`config.mk`:
```
export PLATFORM = sky130hd
export DESIGN_NAME = systema_ram_copier_flat
export DESIGN_NICKNAME = d
export VERILOG_FILES = /design/src/rtl/systema_ram_copier_pkg.sv /design/src/rtl/systema_ram_copier_if.sv /design/src/rtl/systema_ram_copier_lat.sv /design/src/rtl/systema_ram_copier.sv /design/src/flat_wrapper.sv
export SDC_FILE = /design/constraint.sdc
export NUM_CORES = 1
export LEC_CHECK = 0
export BUFFER_PORTS_ARGS = -buffer_cell sky130_fd_sc_hd__clkbuf_2
export CAP_MARGIN = 25
export CORE_MARGIN = 2
export CORE_UTILIZATION = 54
export CTS_CLUSTER_DIAMETER = 80
export DETAILED_ROUTE_END_ITERATION = 8
export PLACE_DENSITY = 0.85
export REMOVE_ABC_BUFFERS = 1
export SLEW_MARGIN = 5
export SYNTH_ARGS = -nofsm -noshare
export SYNTH_HDL_FRONTEND = slang
export SYNTH_HIERARCHICAL = 1
export SYNTH_SLANG_ARGS = --single-unit
```
`constraint.sdc`:
```
create_clock -name clk -period 4.23 [get_ports clk]
set_input_delay 0.423 -clock clk [delete_from_list [all_inputs] [get_ports clk]]
set_output_delay 0.423 -clock clk [all_outputs]
set_load 0.02 [all_outputs]
```
`src/rtl/systema_ram_copier_pkg.sv`:
```
// Shared definitions for the on-chip RAM block copier.
// Holds the RAM geometry defaults and the copier FSM state encoding.
package systema_ram_copier_pkg;

    localparam int RAM_ADDR_W = 11;   // word address; wraps modulo 2**RAM_ADDR_W
    localparam int RAM_DATA_W = 32;   // word width, 4 byte lanes
    localparam int RAM_LEN_W  = 12;   // wide enough to hold a full-RAM length (2048)

    typedef enum logic [2:0] {
        ST_IDLE    = 3'd0,
        ST_RD_REQ  = 3'd1,
        ST_RD_WAIT = 3'd2,
        ST_WR_REQ  = 3'd3,
        ST_FINISH  = 3'd4
    } state_t;

endpackage

```
`src/rtl/systema_ram_copier_if.sv`:
```
// Avalon-MM bus between the copier (master) and the RAM s1/s2 port (slave).
//   avm_address/chipselect/read/write/byteenable/writedata : master -> slave
//   avm_readdata/avm_waitrequest                           : slave  -> master
interface systema_ram_copier_if
    import systema_ram_copier_pkg::*;
#(
    parameter int ADDR_W = RAM_ADDR_W,
    parameter int DATA_W = RAM_DATA_W
);
    logic [ADDR_W-1:0]   avm_address;
    logic                avm_chipselect;
    logic                avm_read;
    logic                avm_write;
    logic [DATA_W/8-1:0] avm_byteenable;
    logic [DATA_W-1:0]   avm_writedata;
    logic [DATA_W-1:0]   avm_readdata;
    logic                avm_waitrequest;

    modport master (
        output avm_address, avm_chipselect, avm_read, avm_write,
               avm_byteenable, avm_writedata,
        input  avm_readdata, avm_waitrequest
    );

    modport slave (
        input  avm_address, avm_chipselect, avm_read, avm_write,
               avm_byteenable, avm_writedata,
        output avm_readdata, avm_waitrequest
    );
endinterface

```
`src/rtl/systema_ram_copier_lat.sv`:
```
// Read-latency timer: loaded when a read is accepted, it counts down and
// raises valid in the cycle where avm_readdata carries the returned word.
//   clk, reset_n : clock, async active-low reset
//   load         : read accepted this cycle
//   valid        : readdata is valid this cycle
module systema_ram_copier_lat #(
    parameter int READ_LATENCY = 1
) (
    input  logic clk,
    input  logic reset_n,
    input  logic load,
    output logic valid
);
    localparam int CW = $clog2(READ_LATENCY + 1);

    logic [CW-1:0] cnt;

    always_ff @(posedge clk or negedge reset_n) begin
        if (!reset_n)
            cnt <= '0;
        else if (load)
            cnt <= CW'(READ_LATENCY);
        else if (cnt != '0)
            cnt <= cnt - CW'(1);
    end

    // Count 1 is the READ_LATENCY-th cycle after the accept.
    assign valid = (cnt == CW'(1));
endmodule

```
`src/rtl/systema_ram_copier.sv`:
```
// Avalon-MM master that copies a block of words inside the on-chip RAM,
// one read/write pair per word, always running forward from the lowest
// address with source and destination wrapping modulo 2**ADDR_W.
//   clk, reset_n              : clock, async active-low reset
//   start                     : command strobe, honoured only when idle
//   src_addr, dst_addr, length: copy parameters, latched on start
//   busy                      : copy in progress
//   done                      : one-cycle completion pulse
//   avm                       : RAM master port (systema_ram_copier_if.master)
module systema_ram_copier
    import systema_ram_copier_pkg::*;
#(
    parameter int ADDR_W       = RAM_ADDR_W,
    parameter int DATA_W       = RAM_DATA_W,
    parameter int LEN_W        = RAM_LEN_W,
    parameter int READ_LATENCY = 1
) (
    input  logic              clk,
    input  logic              reset_n,
    input  logic              start,
    input  logic [ADDR_W-1:0] src_addr,
    input  logic [ADDR_W-1:0] dst_addr,
    input  logic [LEN_W-1:0]  length,
    output logic              busy,
    output logic              done,
    systema_ram_copier_if.master avm
);
    state_t            state, next_state;
    logic [ADDR_W-1:0] src_cnt, dst_cnt;
    logic [LEN_W-1:0]  rem_cnt;
    logic [DATA_W-1:0] wdata;
    logic              done_q;
    logic              rd_accept, wr_accept, data_vld, last_word;

    assign rd_accept = (state == ST_RD_REQ) && !avm.avm_waitrequest;
    assign wr_accept = (state == ST_WR_REQ) && !avm.avm_waitrequest;
    assign last_word = (rem_cnt == LEN_W'(1));

    systema_ram_copier_lat #(
        .READ_LATENCY (READ_LATENCY)
    ) u_lat (
        .clk     (clk),
        .reset_n (reset_n),
        .load    (rd_accept),
        .valid   (data_vld)
    );

    // State register
    always_ff @(posedge clk or negedge reset_n) begin
        if (!reset_n)
            state <= ST_IDLE;
        else
            state <= next_state;
    end

    // Next-state logic
    always_comb begin
        next_state = state;
        unique case (state)
            ST_IDLE:    if (start) next_state = (length == '0) ? ST_FINISH : ST_RD_REQ;
            ST_RD_REQ:  if (!avm.avm_waitrequest) next_state = ST_RD_WAIT;
            ST_RD_WAIT: if (data_vld) next_state = ST_WR_REQ;
            ST_WR_REQ:  if (!avm.avm_waitrequest) next_state = last_word ? ST_FINISH : ST_RD_REQ;
            ST_FINISH:  next_state = ST_IDLE;
            default:    next_state = ST_IDLE;
        endcase
    end

    // Output decode: requests are pure functions of the state, so they stay
    // stable for as long as the slave holds waitrequest, and they drop the
    // instant reset forces the state back to idle.
    always_comb begin
        avm.avm_read    = 1'b0;
        avm.avm_write   = 1'b0;
        avm.avm_address = '0;
        case (state)
            ST_RD_REQ: begin
                avm.avm_read    = 1'b1;
                avm.avm_address = src_cnt;
            end
            ST_WR_REQ: begin
                avm.avm_write   = 1'b1;
                avm.avm_address = dst_cnt;
            end
            default: ;
        endcase
        avm.avm_chipselect = avm.avm_read | avm.avm_write;
        avm.avm_byteenable = avm.avm_chipselect ? '1 : '0;
        busy               = (state != ST_IDLE);
    end

    assign avm.avm_writedata = wdata;
    assign done              = done_q;

    // Datapath. done is registered off FINISH, so the pulse lands one cycle
    // after FINISH, when busy has already dropped (start-to-done = 3*len+2).
    always_ff @(posedge clk or negedge reset_n) begin
        if (!reset_n) begin
            src_cnt <= '0;
            dst_cnt <= '0;
            rem_cnt <= '0;
            wdata   <= '0;
            done_q  <= 1'b0;
        end else begin
            done_q <= (state == ST_FINISH);
            if (state == ST_IDLE && start) begin
                src_cnt <= src_addr;
                dst_cnt <= dst_addr;
                rem_cnt <= length;
            end
            if (state == ST_RD_WAIT && data_vld)
                wdata <= avm.avm_readdata;
            if (wr_accept) begin
                src_cnt <= src_cnt + ADDR_W'(1);
                dst_cnt <= dst_cnt + ADDR_W'(1);
                rem_cnt <= rem_cnt - LEN_W'(1);
            end
        end
    end
endmodule

```
`src/flat_wrapper.sv`:
```
// flat-port wrapper written by rule: the top's interface ports become plain ports
module systema_ram_copier_flat import systema_ram_copier_pkg::*;
#(
    parameter int ADDR_W       = RAM_ADDR_W,
    parameter int DATA_W       = RAM_DATA_W,
    parameter int LEN_W        = RAM_LEN_W,
    parameter int READ_LATENCY = 1
)
  (clk, reset_n, start, src_addr, dst_addr, length, busy, done, avm_avm_address, avm_avm_chipselect, avm_avm_read, avm_avm_write, avm_avm_byteenable, avm_avm_writedata, avm_avm_readdata, avm_avm_waitrequest);
  systema_ram_copier_if #(.ADDR_W(ADDR_W), .DATA_W(DATA_W)) avm_i ();
  input  logic clk;
  input  logic reset_n;
  input  logic start;
  input  logic [ADDR_W-1:0] src_addr;
  input  logic [ADDR_W-1:0] dst_addr;
  input  logic [LEN_W-1:0] length;
  output logic busy;
  output logic done;
  output wire logic [$bits(avm_i.avm_address)-1:0] avm_avm_address;
  output wire logic [$bits(avm_i.avm_chipselect)-1:0] avm_avm_chipselect;
  output wire logic [$bits(avm_i.avm_read)-1:0] avm_avm_read;
  output wire logic [$bits(avm_i.avm_write)-1:0] avm_avm_write;
  output wire logic [$bits(avm_i.avm_byteenable)-1:0] avm_avm_byteenable;
  output wire logic [$bits(avm_i.avm_writedata)-1:0] avm_avm_writedata;
  input wire logic [$bits(avm_i.avm_readdata)-1:0] avm_avm_readdata;
  input wire logic [$bits(avm_i.avm_waitrequest)-1:0] avm_avm_waitrequest;
  assign avm_avm_address = avm_i.avm_address;
  assign avm_avm_chipselect = avm_i.avm_chipselect;
  assign avm_avm_read = avm_i.avm_read;
  assign avm_avm_write = avm_i.avm_write;
  assign avm_avm_byteenable = avm_i.avm_byteenable;
  assign avm_avm_writedata = avm_i.avm_writedata;
  assign avm_i.avm_readdata = avm_avm_readdata;
  assign avm_i.avm_waitrequest = avm_avm_waitrequest;
  systema_ram_copier #(.ADDR_W(ADDR_W), .DATA_W(DATA_W), .LEN_W(LEN_W), .READ_LATENCY(READ_LATENCY)) u_core (.clk(clk), .reset_n(reset_n), .start(start), .src_addr(src_addr), .dst_addr(dst_addr), .length(length), .busy(busy), .done(done), .avm(avm_i));
endmodule
```
---- Word level (Yosys, flattened, before mapping) ----
Cells that the tools add are included.
operators by class
  $add $sub $neg .......................... 4
  eq/ne operators ......................... 9
  mux-type cells .......................... 19
  bitwise logic cells ..................... 1
  reductions and logical operators ........ 10
operator list
  kind                   number
  $mux 11                4
  $mux 12                2
  $add 11x1->11 const B  2
  $pmux 11 s2            1
  $mux 3                 6
  $eq 12x1->1 const B    1
  $logic_not 12->1       1
  $pmux 3 s4             1
  $sub 12x1->12 const B  1
  $ne 2x2->1 const B     4
  $eq 3x2->1 const B     2
  $logic_and 1x1->1      4
  $mux 1                 4
  $mux 4                 1
  $reduce_and 4->1       1
  $eq 3x1->1 const B     1
  $eq 3x3->1 const B     1
  $logic_not 3->1        1
  $reduce_bool 3->1      1
  $reduce_bool 2->1      1
  $logic_not 1->1        1
  $or 1x1->1             1
  $sub 1x1->1 const B    1
word-level totals
  register bits after elaboration ......... 71
  input port bits ......................... 70
  logic and storage cells ................. 50

---- Depth between registers and ports, before layout ----
  depth in word-level cells ............... 4
  depth in mapped cells ................... 7
  depth with buffers taken out ............ 5

---- Cells and area by module ----
The synthesis kept the hierarchy.
by module, submodules not included
  module                  instances  cells an instance  area an instance (µm²)  sequential area each (µm²)
  systema_ram_copier      1          330                3470.8                  1751.7
  systema_ram_copier_lat  1          1                  25.0                    25.0

---- Worst setup path before layout ----
Ideal clock, no wire load.
  path type ............................... register -> register
  start ................................... reg u_core.rem_cnt[4]
  end ..................................... reg u_core.rem_cnt[11]
  library setup time ...................... 0.070 ns
  arrival time ............................ 1.841 ns
  slack ................................... 2.320 ns
  stages on the path, launching flop included .. 5
  cells stage by stage .................... dfrtp_1 > or4_4 > or3_4 > or4_1 > nand3_1
on the way
  cells in the longest elaborated chain, start to end .. 2
ends and longest elaborated chain
  element                 RTL line                   RTL
  start, declared         systema_ram_copier.sv:30   logic [LEN_W-1:0] rem_cnt;
  start signal, assigned  systema_ram_copier.sv:109  rem_cnt <= length;
  start signal, assigned  systema_ram_copier.sv:116  rem_cnt <= rem_cnt - LEN_W'(1);
  $sub 12x1->12           systema_ram_copier.sv:116
  $mux 12                 systema_ram_copier.sv:113  if (wr_accept) begin
No other way between the ends.
A chain may end at the register's enable or synchronous reset.

---- Worst setup path after layout ----
  start ................................... reg u_core.state[1]
  end ..................................... reg u_core.dst_cnt[10]
on the way
  cells in the longest elaborated chain, start to end .. 3
  elaborated cells on any way between the ends .. 6
ends and longest elaborated chain
  element                                               RTL line                                             RTL
  start, declared                                       systema_ram_copier.sv:28                             state_t state, next_state;
  start signal, assigned                                systema_ram_copier.sv:53                             state <= next_state;
  $eq 3x2->1 / $logic_not 3->1 (equally long branches)  systema_ram_copier.sv:36, systema_ram_copier.sv:106
  $logic_and 1x1->1 (on tied branches)                  systema_ram_copier.sv:36, systema_ram_copier.sv:106
  $mux 11 / $reduce_bool 2->1 (equally long branches)   --
  end signal, assigned                                  systema_ram_copier.sv:108                            dst_cnt <= dst_addr;
  end signal, assigned                                  systema_ram_copier.sv:115                            dst_cnt <= dst_cnt + ADDR_W'(1);
  end, declared                                         systema_ram_copier.sv:29                             logic [ADDR_W-1:0] src_cnt, dst_cnt;
Parallel ways exist; a longest one is shown, timed or not.

==> metrics.yaml <==
timing:
  setup_viol: 0
  setup_ws_ns: 1.53
  period_share: 0.638
  rsz0062_at_grt: "false"
  slew_viol_final: 0
  fin_crit_ns: 2.70
  hold_viol_final: 0
  tightest_slew_ns: 1.00
  holdWs_ns: 0.120
  slew_headroom: 0.331
  setup_tns_ns: 0
  skew_ns: 0.00474
  fmax_mhz: 371
floorplan:
  fp.dieW_microns: 84.5
  start_util: 0.554
  die_h_microns: 84.5
  rows: 29
  io_pins: 122
  dieArea_sq_um: 7130
  core-area_sq_um: 6310
logic_synthesis:
  synthDistinctLibCells: 41
  synthCells: 331
  synth_area_leaders: "dfrtp_1 51%, mux2_2 11%, nor2_1 3.4%, nand2_1 3.2%, mux2i_1 3.1%"
  ys_seq_area_frac: 0.508
  synth_area_sq_um: 3500
  synthTopCellsByCount: "71 x dfrtp_1, 33 x mux2_2, 32 x nor2_1"
  synth_top_cell_by_area: "dfrtp_1"
  synth.most_common_cell: "dfrtp_1"
  avgSynthCellArea_sq_um: 10.6
  ys_seq_elements: 71
  yosys_warnings: 6
  synth_edf_count: 0
  ys.flop_type: "dfrtp_1"
  async_reset_ff_frac: 1.00
  synth.top_cell.area_share: 0.508
clock_network:
  worstSkewPairLatency_ns: 0.34
  cts_num_sinks: 71
  clk_path_buf_depth: 2
  clock-root-buffer: "clkbuf_8"
  ctsResizeCount: 0
  cts_hold_repair.buffers: 0
  path_clk_slew_ns: 0.08
  cts_tree: "yes"
  numCtsBuffers: 9
  cts_max_level: 3
  post-cts-setup-buffers: 0
pwr:
  ir_worst_vdd_mv: 0.476
  power.leakage_nw: 2.07
  powerDensity_nw_per_um2: 795
  power.total_mw: 3.47
setup_path:
  cp.arrival_ns: 2.95
  startpoint_type: "flop"
  crit_type: "flop to flop"
  end_kind: "flop"
  reg2reg_depth: 4
  worstPathRequired_ns: 4.48
  cp_max_fo: 23
placed_design:
  dpl.hpwl_microns: 6020
  placedCellCount: 510
  pre_cts_ws_ns: 1.59
  portBuffers: 121
  place_area_sq_um: 4150
  gp_congestion: 0.797
cells_and_area:
  area_delta_synth_final_pct: 25.0
  utilization: 0.692
  fin_area_sq_um: 4370
  drive_gt1_frac: 0.416
  final_nets: 518
  antenna_cells: 0
  fin_cells: 526
global_route:
  grt_pass1_vias: 2827
  antenna_found_initial: 0
  grt_max_degree: 38
  grt-ovfl-total: 0
  grtUsageTotal: 0.236
  grt_first_pass_wirelength_microns: 13500
flow_run:
  drv_cap: 0
detailed_routing:
  via_per_inst: 5.73
  drc: 0
  dr.first_iter.drc_count: 187
  wl_per_cell_microns: 15.7
  antenna_left: 0
  drt_wl_total_microns: 8260
  firstDrtPassIters: 7
  vias: 3013
worst_hold_path:
  hold_class: "input port to asynchronous set/reset pin"
run_status:
  status: "finished clean"
routing by layer:
metal  track usage  vias to the layer above  share of wire
li1              -                     1447              -
met2         0.379                      143           0.48
met1         0.327                     1413           0.44
met3        0.0521                       10          0.077
met5             0                        -              0
met4        0.0693                        0         0.0081
layout by cell type, fill, tap and decap left out, types with 3 or more instances in the layout:
cell / count
clkbuf_8: 9
a211oi_1: 6
o311ai_0: 8
nor4_1: 6
mux2i_1: 11
nand4_1: 7
a31oi_1: 4
or2_2: 3
inv_1: 8
clkbuf_2: 120
o21ai_0: 7
nand2_1: 30
mux2_2: 33
a21oi_1: 11
o221a_2: 4
dfrtp_1: 71
a311oi_1: 3
and3_1: 5
nor2_1: 32
nand3_1: 14
nor3_1: 7
buf_4: 4
o211ai_1: 14
ha_1: 4
cell families after synthesis:
logic type,share of synthesized area
fa+ha+maj,0.0143
flops,0.508
simple gates,0.170
xor+xnor,0.00251
buf+inv,0.0397
compound gates,0.127
mux,0.138
final cells by class:
class                           count  area (sq um)
Clock buffer                        9           124
Clock inverter                      7          96.3
Fill cell                         474          1940
Inverter                            8          30.0
Multi-Input combinational cell    229          1610
Sequential cell                    71          1780
Tap cell                           77          96.3
Timing Repair Buffer              125           636
worst max-delay path, stage by stage, from the launching register on:
cell and delay, ns:
dfrtp_1 1.01, nand4bb_1 0.66, nor4_1 0.59, nor3_1 0.09, a211oi_1 0.25
power breakdown:
part,switching (mW),internal [mW]
combinational,0.899,0.655
sequential,0.319,0.997
clock,0.268,0.334
total,1.49,1.99
sequential cells by signal, indices dropped and copies added, names as in the netlist:
| register | count |
|---|---|
| u_core/src_cnt | 11 |
| u_core/state | 3 |
| u_core/avm.avm_writedata | 32 |
| u_core/rem_cnt | 12 |
| u_core/done | 1 |
| u_core/u_lat/valid | 1 |
| u_core/dst_cnt | 11 |
final timing paths:
kind                                         startpoint                            to  slack [ns]
max                                     u_core/state[1]            u_core/dst_cnt[10]        1.53
min                                             reset_n   u_core/avm.avm_writedata[3]        0.12
max reg2reg                             u_core/state[1]            u_core/dst_cnt[10]        1.53
min reg2reg                u_core/avm.avm_writedata[17]  u_core/avm.avm_writedata[17]        0.51
max in group asynchronous                       reset_n             u_core/src_cnt[1]        3.14
min in group clk                            src_addr[6]             u_core/src_cnt[6]        0.28
Note: power is estimated with default switching activity, not from simulation.
